==> config.mk <==
export PLATFORM = sky130hd
export DESIGN_NAME = commit_halt_monitor
export DESIGN_NICKNAME = d
export VERILOG_FILES = /design/src/rtl/commit_halt_monitor.sv
export SDC_FILE = /design/constraint.sdc
export NUM_CORES = 1
export LEC_CHECK = 0
export BUFFER_PORTS_ARGS = -buffer_cell sky130_fd_sc_hd__buf_2
export CORE_AREA = 2 2 164 166
export DETAILED_ROUTE_END_ITERATION = 10
export DIE_AREA = 0 0 166 168
export HOLD_SLACK_MARGIN = 0.05
export PLACE_DENSITY = 0.77
export SYNTH_ARGS = -nofsm -noshare
export SYNTH_HDL_FRONTEND = slang
export SYNTH_SLANG_ARGS = --single-unit
export TNS_END_PERCENT = 1
==> constraint.sdc <==
create_clock -name clk -period 6.3 [get_ports clk]
set_clock_uncertainty 0.05 [all_clocks]
set_input_delay 0.63 -clock clk [delete_from_list [all_inputs] [get_ports clk]]
set_output_delay 0.63 -clock clk [all_outputs]
set_load 0.02 [all_outputs]
==> src/rtl/commit_halt_monitor.sv <==
// commit_halt_monitor: EBREAK/watchdog halt detector with drain sequencing and saturating retire/cycle counters
module commit_halt_monitor #(
  parameter int XLEN         = 64,
  parameter int CNT_W        = 64,
  parameter int DRAIN_CYCLES = 4,
  parameter int TIMEOUT      = 1000000
) (
  input  logic             clk,
  input  logic             rst_n,
  input  logic             commit_valid,
  input  logic [XLEN-1:0]  commit_pc,
  input  logic [31:0]      commit_inst,
  input  logic [XLEN-1:0]  commit_a0,
  output logic             stall_fetch,
  output logic             halt,
  output logic             trap_good,
  output logic             timeout,
  output logic [XLEN-1:0]  halt_pc,
  output logic [XLEN-1:0]  halt_code,
  output logic [CNT_W-1:0] instret,
  output logic [CNT_W-1:0] cycles,
  output logic             drain_err
);
  localparam logic [31:0] EBREAK = 32'h0010_0073;
  localparam int DC_W = (DRAIN_CYCLES > 1) ? $clog2(DRAIN_CYCLES) : 1;
  localparam int WD_W = (TIMEOUT > 1) ? $clog2(TIMEOUT) : 1;
  localparam logic [DC_W-1:0] DC_INIT = DC_W'((DRAIN_CYCLES > 0) ? DRAIN_CYCLES - 1 : 0);
  localparam logic [WD_W-1:0] WD_LAST = WD_W'((TIMEOUT > 0) ? TIMEOUT - 1 : 0);

  typedef enum logic [1:0] {RUN, DRAIN, HALTED} state_t;

  state_t           state_q;
  logic             stall_q, halt_q, trap_good_q, timeout_q, drain_err_q;
  logic [XLEN-1:0]  halt_pc_q, halt_code_q;
  logic [CNT_W-1:0] instret_q, cycles_q, instret_d, cycles_d;
  logic [DC_W-1:0]  drain_cnt_q;
  logic [WD_W-1:0]  wd_q;
  logic             is_ebreak, wd_fire;

  // Saturating counter increments and halt-trigger decode
  always_comb begin
    instret_d = &instret_q ? instret_q : instret_q + 1'b1;
    cycles_d  = &cycles_q ? cycles_q : cycles_q + 1'b1;
    is_ebreak = commit_valid && commit_inst == EBREAK;
    wd_fire   = TIMEOUT != 0 && !commit_valid && wd_q == WD_LAST;
  end

  // RUN -> DRAIN -> HALTED sequencer with all outputs registered; a commit beats the watchdog
  always_ff @(posedge clk) begin
    if (!rst_n) begin
      state_q     <= RUN;
      stall_q     <= 1'b0;
      halt_q      <= 1'b0;
      trap_good_q <= 1'b0;
      timeout_q   <= 1'b0;
      drain_err_q <= 1'b0;
      halt_pc_q   <= '0;
      halt_code_q <= '0;
      instret_q   <= '0;
      cycles_q    <= '0;
      drain_cnt_q <= '0;
      wd_q        <= '0;
    end else begin
      case (state_q)
        RUN: begin
          cycles_q <= cycles_d;
          if (commit_valid) begin
            instret_q <= instret_d;
            wd_q      <= '0;
          end else begin
            wd_q <= wd_q + 1'b1;
          end
          if (is_ebreak) begin
            halt_pc_q   <= commit_pc;
            halt_code_q <= commit_a0;
            stall_q     <= 1'b1;
            if (DRAIN_CYCLES == 0) begin
              state_q     <= HALTED;
              halt_q      <= 1'b1;
              trap_good_q <= commit_a0 == '0;
            end else begin
              state_q     <= DRAIN;
              drain_cnt_q <= DC_INIT;
            end
          end else if (wd_fire) begin
            state_q   <= HALTED;
            halt_q    <= 1'b1;
            stall_q   <= 1'b1;
            timeout_q <= 1'b1;
          end
        end
        DRAIN: begin
          cycles_q <= cycles_d;
          if (commit_valid) drain_err_q <= 1'b1;
          if (drain_cnt_q == '0) begin
            state_q     <= HALTED;
            halt_q      <= 1'b1;
            trap_good_q <= halt_code_q == '0;
          end else begin
            drain_cnt_q <= drain_cnt_q - 1'b1;
          end
        end
        default: begin
          if (commit_valid) drain_err_q <= 1'b1;
        end
      endcase
    end
  end

  assign stall_fetch = stall_q;
  assign halt        = halt_q;
  assign trap_good   = trap_good_q;
  assign timeout     = timeout_q;
  assign halt_pc     = halt_pc_q;
  assign halt_code   = halt_code_q;
  assign instret     = instret_q;
  assign cycles      = cycles_q;
  assign drain_err   = drain_err_q;
endmodule

* Word level (Yosys, flattened, before mapping)
Index checks and enable logic that the tools add are counted.
** Cells by class
- Add/sub/neg operators :: 4
- $mul :: 0
- Div/mod/pow operators :: 0
- Magnitude comparators :: 0
- Eq/ne operators :: 9
- Shift-type cells :: 0
- Muxes and demuxes :: 13
- Bitwise gates (word level) :: 4
- Reduce and logical (&&, ||, !) cells :: 21
** Operator list (number)
- $add A64 B1 Y64 const B :: 2
- $reduce_and A64 Y1 :: 2
- $logic_not A64 Y1 :: 1
- $eq A32 B21 Y1 const B :: 1
- $add A20 B1 Y20 const B :: 1
- $eq A20 B20 Y1 const B :: 1
- $mux W20 :: 1
- $reduce_and A3 Y1 :: 4
- $mux W2 :: 5
- $ne A2 B2 Y1 const B :: 5
- $reduce_and A2 Y1 :: 5
- $pmux W2 S2 :: 2
- $logic_not A2 Y1 :: 2
- $mux W1 :: 4
- $not A1 Y1 :: 4
- $reduce_and A4 Y1 :: 1
- $reduce_bool A2 Y1 :: 2
- $ne A3 B3 Y1 const B :: 1
- $eq A2 B1 Y1 const B :: 1
- $logic_and A1 B1 Y1 :: 2
- $pmux W1 S2 :: 1
- $reduce_or A2 Y1 :: 1
- $sub A2 B1 Y2 const B :: 1
- $logic_not A1 Y1 :: 1
** Word-level totals
- Bits in registers :: 285
- Bits in latches :: 0
- RAM bits :: 0
- Bits in read-only memories :: 0
- Input bits :: 163
- Output and inout bits :: 261
- Logic and storage cells :: 63
- Memories kept :: 0

* Depth between registers and ports, before layout
Gate-level depths: netlist (run 1).
- Depth in word-level cells :: 5
- Depth in mapped cells :: 9
- Mapped depth without buffers :: 7

* Worst setup path before layout (run 1)
OpenSTA, ideal clock, no wires.
- Kind :: register -> register
- From :: register instret_q[4] (netlist: instret[4])
- To :: register instret_q[2] (netlist: instret[2])
- Library setup time :: 0.119 ns
- Data arrival time :: 2.548 ns
- Required time :: 6.131 ns
- Path slack :: 3.583 ns
- Cell stages (with the launch flop) :: 10
- Path buffers :: 3
- Period minus slack after synthesis :: 2.717 ns
- Path through :: dfxtp_1 > nand4_2 > or4_4 > or4_4 > buf_6 > o21ai_4 > buf_4 > buf_6 > nor4_1 > o21bai_1
** On the way
- Word-level cells in the longest chain between the ends :: 3
** Ends and longest elaborated chain
- from (decl) :: line 35 : logic [CNT_W-1:0] instret_q, cycles_q, instret_d, cycles_d;
- from (signal assigned) :: line 68 : instret_q <= instret_d;
- $reduce_and A64 Y1 :: line 42 : instret_d = &instret_q ? instret_q : instret_q + 1'b1;
- $not A1 Y1 (no source line)
- $reduce_and A3 Y1 (no source line)
Every way passes these cells.
A chain may end at the register's enable or synchronous reset.

* Final worst setup path (run 1)
- From :: register state_q[1]
- To :: register drain_cnt_q[1]
** On the way
- Word-level cells in the longest chain between the ends :: 3
- Elaborated cells between the ends (all ways) :: 7
- Classes of those cells :: 3 x eq/ne; 1 x mux; 3 x reduce/logical
** Ends and longest elaborated chain
- from (decl) :: line 32 : state_t state_q;
- from (signal assigned) :: line 51 : state_q <= RUN;
- from (signal assigned) :: line 78 : state_q <= HALTED;
- from (signal assigned) :: line 82 : state_q <= DRAIN;
- $eq A2 B1 Y1 / $logic_not A2 Y1 (equally long branches) :: line 64 : case (state_q)
- $ne A2 B2 Y1 (no source line) / $reduce_bool A2 Y1 (equally long branches)
- $reduce_and A3 Y1 (no source line)
- to (signal assigned) :: line 100 : drain_cnt_q <= drain_cnt_q - 1'b1;
- to (decl) :: line 36 : logic [DC_W-1:0] drain_cnt_q;
Parallel ways exist; a longest one is shown, timed or not.

==> results.ini, run 1 <==
[status]
status=complete, no violations

[timing]
worstMarginPinSlew_ns=1.25
fin_ws_ns=2.57
finalSetupTns_ns=0
finalHoldViolCount=0
rsz0062_at_grt=no
period_needed_ns=3.73
slew_viol_final=0
max_slew_margin=0.163
whs_ns=0.276
max_freq_ghz=0.268
setup_viol=0
fin_crit_sh=0.592

[setup_path]
crit_slowest_cell=nor3b_1
cp.required_ns=6.71
path_class=flip-flop to flip-flop
worstPathCellList=buf_4 > nor3b_1 > nand3_1 > nor3_2 > buf_4 > buf_4 > or2_2 > o21ai_0 > a21oi_1
cp_max_fo=106
arrival_ns=4.14
critPathLaunchType=flip-flop
reg2reg_from=state_q[1]$_SDFFE_PN0P_
path_common_cell=buf_4
cpPeakStageDelay_ns=1.02
endpoint_kind=flip-flop
crit_path_start=state_q[1]$_SDFFE_PN0P_

[global_route]
grt-ovfl-total=0
grt_use_met3=0.0703
antenna_found_initial=8
grt_pass1_wl_um=62600
met1_usage=0.330
grt_pass1_vias=11900
grt.busiest_layer=met2
grt_max_degree=116
use_met2=0.458
grt_use_total=0.269

[power_and_ir_drop]
powerDensity_nw_per_um2=244
leakagePower_nw=6.32
vdd_drop_max_uv=198

[place]
portBuffers=423
hpwl_um=28300
dp_slack_ns=2.43
gp_congestion=0.897

[floorplanning]
die_x_um=166
die_h_um=168
coreArea_um2=26400
ios=424
start_util=0.479
die-area_um2=27900
num_rows=60

[drt]
via_per_inst=5.59
vias=12900
first_pass_iters=5
drcViolationCount=0
postRouteAntennaNets=0
wl_per_cell_um=17.3
wirelength_um=40000
drtIter0Drc=1010

[final_layout]
n_fill_cell=2417
final_common_cell=buf_2
mostFrequentLayoutCells=423 x buf_2, 358 x nand2_1, 285 x dfxtp_1
nets=2113
syn_to_final_growth_pct=26.4
layout-drive-gt1-share=0.266

[clocking]
cts_resized=0
ctsHoldBuffers=0
cts_buffers=31
cts_tree=done
cts_num_sinks=285
path_clk_slew_ns=0.06
cts-root-buf=clkbuf_16
htree_levels=1
post_cts_buffers=0
clockBufferDepth=3
insertion_delay_ns=0.54

[run]
max-cap-violations=0

[synthesis]
syn_area_um2=12600
synth_top_family_by_area=simple AND/OR/NAND/NOR gates
synth-seq-area-share=0.452
synth-simple-area-share=0.315
yosys_warnings=0
postSynthCellCount=1575
synth_edf_count=0
ys_seq_elements=285
syn_avg_cell_area_um2=8.02
syn-num-nets=1742
synth_compound_area_frac=0.129
synth_fa_ha_area_frac=0.00396
ys_types=58
synth_xor_area_frac=0.0402
synthArstFlopShare=0
synthMuxAreaShare=0.0198
synth_ff_type=dfxtp_1

[hold_path]
min-delay-start=commit_a0[15]
min_path_type=input port to flip-flop

==> synth_stat cells (26+ instances only) <==
library cell	count	area [um2]
nand4_1	44	275
a21oi_1	181	906
nor4_1	51	319
dfxtp_1	285	5710
nand2b_1	27	169
nor2_1	103	387
or4_1	32	240
nand2_1	358	1340
xnor2_1	35	307
nand3_1	61	305
o31ai_1	28	210
clkbuf_1	78	293
or3_1	26	163
==> layer usage <==
layer,wire [um],vias to the layer above
li1,-,6264
met1,16000,6084
met2,19200,482
met3,3080,95
met4,1590,10
met5,54,-
==> registers in the layout, indices dropped and copies added, names as in the netlist <==
register	count
wd_q	20
halt_pc	64
instret	64
drain_err	1
state_q	2
drain_cnt_q	2
halt	1
cycles	64
halt_code	64
trap_good	1
timeout	1
stall_fetch	1
==> critical path: cells and delay by family (launching register included) <==
family | cells | cell delay [ns]
flops | 1 | 0.30
simple gates | 4 | 1.69
compound gates | 2 | 0.23
buf+inv | 3 | 1.35
==> metrics by stage <==
stage | utilization | instances | cell area, um2 | power, W
floorplan | - | 1575 | 12600 | 0.00190
global placement | 0.563 | 2254 | 14800 | 0.00197
detailed placement | 0.563 | 2254 | 14800 | 0.00197
finish | 0.606 | 2314 | 16000 | 0.00389
global route | 0.606 | 2314 | 16000 | 0.00402
CTS | 0.606 | 2311 | 16000 | 0.00393
==> power breakdown <==
| part | internal [W] | switching [W] |
|---|---|---|
| Combinational | 0.0000486 | 0.0000691 |
| Sequential | 0.00181 | 0.00000475 |
| Clock | 0.00122 | 0.000740 |
| Total | 0.00308 | 0.000813 |
==> cell families after synthesis <==
group                    Yosys count
adder cells (fa/ha/maj)            4
multiplexers                      25
flip-flops                       285
XOR/XNOR                          58
buffers and inverters            119
AND/OR/NAND/NOR                  801
AO/OA/AOI/OAI                    283
==> cell type report <==
type | count | area, um2 | area share
inverter | 26 | 103 | 0.00643
tap | 341 | 427 | 0.0267
sequential | 285 | 5710 | 0.357
clock inverter | 18 | 245 | 0.0154
clock buffer | 39 | 876 | 0.0549
timing repair buffer | 431 | 2180 | 0.136
multi-input combinational | 1171 | 6430 | 0.403
antenna | 3 | 7.51 | 0.000470
==> worst paths after layout <==
path / cells after the start / slack, ns / endpoint
setup / recovery: 9 / 2.57 / drain_cnt_q[1]$_SDFFE_PN0P_
hold / removal: 3 / 0.28 / halt_code[15]$_SDFFE_PN0P_
setup reg to reg: 9 / 2.57 / drain_cnt_q[1]$_SDFFE_PN0P_
hold reg to reg: 2 / 0.40 / halt_pc[37]$_SDFFE_PN0P_
Note: power is estimated with default switching activity, not from simulation.
==> run 2, diff against run 1 <==
Settings changed: CORE_AREA 2 2 164 166 to 2 2 166 168, DIE_AREA 0 0 166 168 to 0 0 168 170, PLACE_DENSITY 0.77 to 0.76.
Clock period 6.3 ns to 3.8 ns, I/O delays scaled along.
==> results.ini, run 2 (synthesis results as in run 1) <==
[clocking]
htree_levels=1
ctsHoldBuffers=128
post_cts_buffers=0
cts-root-buf=clkbuf_16
cts_tree=done
insertion_delay_ns=0.55
cts_resized=0
cts_num_sinks=285
path_clk_slew_ns=0.06
cts_buffers=31
clockBufferDepth=3

[global_route]
grt_pass1_wl_um=70700
grt-ovfl-total=0
antenna_found_initial=2
grt_use_total=0.306
grt_pass1_vias=13000
grt_max_degree=126

[setup_path]
endpoint_kind=flip-flop
path_class=flip-flop to flip-flop
worstPathCellList=nand3_1 > nor4_2 > nand4_1 > a2111oi_0 > and3_1 > mux2i_1
crit_slowest_cell=a2111oi_0
cp_top_family=simple AND/OR/NAND/NOR gates
cp_max_fo=9
cpPeakStageDelay_ns=0.97
critPathBufInv=0
cp.required_ns=4.23
arrival_ns=3.59
critPathLaunchType=flip-flop

[drt]
wl_per_cell_um=18.6
via_per_inst=5.67
vias=13900
drtIter0Drc=1387
postRouteAntennaNets=0
drcViolationCount=0
first_pass_iters=6
wirelength_um=45400

[power_and_ir_drop]
powerDensity_nw_per_um2=370
seqPwrFrac=0.471
switching_share=0.213
combPwrFrac=0.050
p_int_w=0.00501
clkPwrFrac=0.478
p_switching_w=0.00136
vdd_drop_max_uv=290
total_power_w=0.00637
leakagePower_nw=6.83

[timing]
whs_ns=0.113
max_slew_margin=0.218
rsz0062_at_grt=no
period_needed_ns=3.15
fin_crit_sh=0.830
max_freq_ghz=0.317
finalHoldViolCount=0
fin_ws_ns=0.645
finalSetupTns_ns=0
worstMarginPinSlew_ns=1.17
slew_viol_final=0
setup_viol=0

[floorplanning]
die_x_um=168
die_h_um=170
die-area_um2=28600
start_util=0.474
coreArea_um2=26700
num_rows=60
ios=424

[final_layout]
layout-drive-gt1-share=0.247
seq_area_um2=5710
multi_input_area_um2=6420
final_common_cell=buf_2
syn_to_final_growth_pct=36.3
nets=2247
mostFrequentLayoutCells=423 x buf_2, 358 x nand2_1, 285 x dfxtp_1
n_fill_cell=2191

[hold_path]
min_path_type=input port to flip-flop

[run]
max-cap-violations=0

[place]
portBuffers=423
dp_slack_ns=0.748
gp_congestion=0.869
hpwl_um=29100

[status]
status=complete, no violations

[run 2: stage by stage]
step / cells / cell area [um2] / utilization
final: 2444 / 17200 / 0.646
after global routing: 2444 / 17200 / 0.646
after CTS: 2443 / 17200 / 0.646
after detailed placement: 2260 / 14900 / 0.559
after global placement: 2260 / 14900 / 0.559
after floorplan: 1575 / 12600 / -
[run 2: final timing paths]
kind	from	endpoint	slack, ns	cells after the start
worst max-delay path	cycles[2]$_SDFFE_PN0P_	cycles[39]$_SDFFE_PN0P_	0.65	6
worst min-delay path	commit_valid	drain_err$_SDFFE_PN0P_	0.11	3
worst min register to register	drain_err$_SDFFE_PN0P_	drain_err$_SDFFE_PN0P_	0.39	2
worst max register to register	cycles[2]$_SDFFE_PN0P_	cycles[39]$_SDFFE_PN0P_	0.65	6
[run 2: per-layer routing]
metal	track usage	wire (um)
met1	0.356	17200
met2	0.490	20700
met3	0.118	4880
met4	0.165	2580
met5	0	11
[run 2: final cells by class]
| cell class | instances | share of cell area |
|---|---|---|
| well taps | 341 | 0.0248 |
| clock buffers | 48 | 0.0534 |
| repair buffers | 565 | 0.205 |
| inverters | 26 | 0.00596 |
| multi-input cells | 1171 | 0.373 |
| flip-flops and latches | 285 | 0.331 |
| diodes | 1 | 0.000145 |
| clock inverters | 7 | 0.00654 |
[run 2: tightest hold or removal path: stages]
cell     delay (ns)
buf_2          0.13
o21ai_0        0.08
a21oi_1        0.07
[run 2: power by group through the flow]
stage | sequential (W) | combinational [W] | clock [W]
2_1_floorplan | 0.00307 | 0.0000825 | 0
6_report | 0.00300 | 0.000320 | 0.00305
3_3_place_gp | 0.00307 | 0.000200 | 0
3_5_place_dp | 0.00307 | 0.000201 | 0
5_1_grt | 0.00300 | 0.000340 | 0.00322
4_1_cts | 0.00300 | 0.000308 | 0.00310
==> run 3, diff against run 2 <==
Settings changed: CORE_AREA 2 2 166 168 to not set, CORE_MARGIN set to 2, CORE_UTILIZATION set to 46, DIE_AREA 0 0 168 170 to not set, PLACE_DENSITY 0.76 to 0.77.
Clock period 3.8 ns to 2.6 ns, I/O delays scaled along.
==> results.ini, run 3 (synthesis results as in run 1) <==
[final_layout]
n_fill_cell=2112
nets=2306
syn_to_final_growth_pct=41.0
multi_input_area_um2=6460
final_common_cell=buf_2
mostFrequentLayoutCells=423 x buf_2, 358 x nand2_1, 275 x dfxtp_1
fin_area_um2=17800
seq_area_um2=5720
layout-drive-gt1-share=0.274

[hold_path]
min-delay-start=drain_err$_SDFFE_PN0P_
min_to=drain_err$_SDFFE_PN0P_
hold_depth=2
min_path_type=flip-flop to flip-flop

[setup_path]
reg2reg_from=instret[6]$_SDFFE_PN0P_
cp_max_fo=6
endpoint_kind=flip-flop
critPathLaunchType=flip-flop
r2r_setup_slack_ns=0.01
rr_worst_depth=7
cpPeakStageDelay_ns=0.59
r2r-end=instret[63]$_SDFFE_PN0P_
worstPathCellList=nand4_4 > or4_4 > buf_4 > nor3_2 > nand3_1 > or4_1 > a21oi_1
arrival_ns=3.02
crit_slowest_cell=or4_4
cp.required_ns=3.03
path_class=flip-flop to flip-flop

[clocking]
cts_buffers=30
insertion_delay_ns=0.55
path_clk_slew_ns=0.06
post_cts_buffers=0
cts_tree=done
htree_levels=1
cts-root-buf=clkbuf_16
clockBufferDepth=3
cts_num_sinks=285

[drt]
wirelength_um=47500
drcViolationCount=0
postRouteAntennaNets=0
drtIter0Drc=1536
via_per_inst=5.69
first_pass_iters=6
wl_per_cell_um=18.9
vias=14300

[global_route]
grt_use_total=0.318
grt_pass1_wl_um=73300
grt_pass1_vias=13400
antenna_found_initial=9
grt_max_degree=101
grt-ovfl-total=0

[power_and_ir_drop]
leakagePower_nw=7.18
vdd_drop_max_uv=450
powerDensity_nw_per_um2=523
total_power_w=0.00931

[timing]
worstMarginPinSlew_ns=0.668
max_freq_ghz=0.386
rsz0062_at_grt=yes
slew_viol_final=0
fin_crit_sh=0.996
finalHoldViolCount=0
max_slew_margin=0.554
period_needed_ns=2.59
setup_viol=0

[status]
status=complete, no violations

[floorplanning]
die_x_um=170
num_rows=60
die_h_um=170
start_util=0.469
ios=424
coreArea_um2=27000
die-area_um2=28800

[place]
portBuffers=423
hpwl_um=29600
dpl_cell_area_um2=15400
gp_congestion=0.886

[run]
max-cap-violations=0

run 3: cell count changes in the layout (fill, tap and decap cells not counted), sizes merged:
cell         before  now
buf             437  495
dlygate4sd3     128  130
diode             1    8
clkinv            3    4
clkbuf           48   47
run 3: repair_timing:
action | 4_1_cts | 5_1_grt
hold buffers | 130 | 0
resized for setup | 0 | 12
endpoints found under the setup margin | 0 | 45
hold endpoints to repair | 131 | 0
run 3: metal layers:
layer / up-vias / GRT usage / routed length, um
met1: 6596 / 0.373 / 17900
met2: 784 / 0.498 / 21200
met5: - / 0 / 41
met3: 228 / 0.127 / 5320
met4: 6 / 0.175 / 3040
li1: 6680 / - / -
run 3: where the power goes:
part / internal, W / switching, W / total (W)
registers: 0.00437 / 0.0000123 / 0.00439
clock network: 0.00267 / 0.00177 / 0.00444
logic: 0.000260 / 0.000222 / 0.000482
run 3: layout make-up:
class,count,area share
multi-input cells,1171,0.362
flip-flops and latches,285,0.321
repair buffers,625,0.228
clock buffers,47,0.0509
well taps,341,0.0240
clock inverters,8,0.00660
inverters,26,0.00576
diodes,8,0.00112
run 3: how the worst max path moves through the flow:
stage                             startpoint                  endpoint
floorplan           instret[12]$_SDFFE_PN0P_   instret[2]$_SDFFE_PN0P_
global placement    instret[13]$_SDFFE_PN0P_   instret[4]$_SDFFE_PN0P_
detailed placement  instret[12]$_SDFFE_PN0P_   instret[4]$_SDFFE_PN0P_
CTS                  cycles[55]$_SDFFE_PN0P_    cycles[8]$_SDFFE_PN0P_
global route         instret[6]$_SDFFE_PN0P_  instret[63]$_SDFFE_PN0P_
finish               instret[6]$_SDFFE_PN0P_  instret[63]$_SDFFE_PN0P_
run 3: critical path: cells and delay by family (launching register included):
kind | cells | cell delay (ns)
flip-flops | 1 | 0.37
AND/OR/NAND/NOR | 5 | 1.77
AO/OA/AOI/OAI | 1 | 0.15
buffers and inverters | 1 | 0.18
run 3: stage by stage:
stage,utilization,setup slack [ns],setup TNS (ns),std cells,hold slack [ns]
3_5_place_dp,0.572,0.0216,0,2318,0.391
3_3_place_gp,0.572,0.0828,0,2318,0.381
5_1_grt,0.661,-0.0828,-0.272,2509,0.414
6_report,0.661,0.0100,0,2511,0.397
4_1_cts,0.658,0.00227,0,2503,0.381
2_1_floorplan,-,-0.0198,-0.0879,1575,0.350
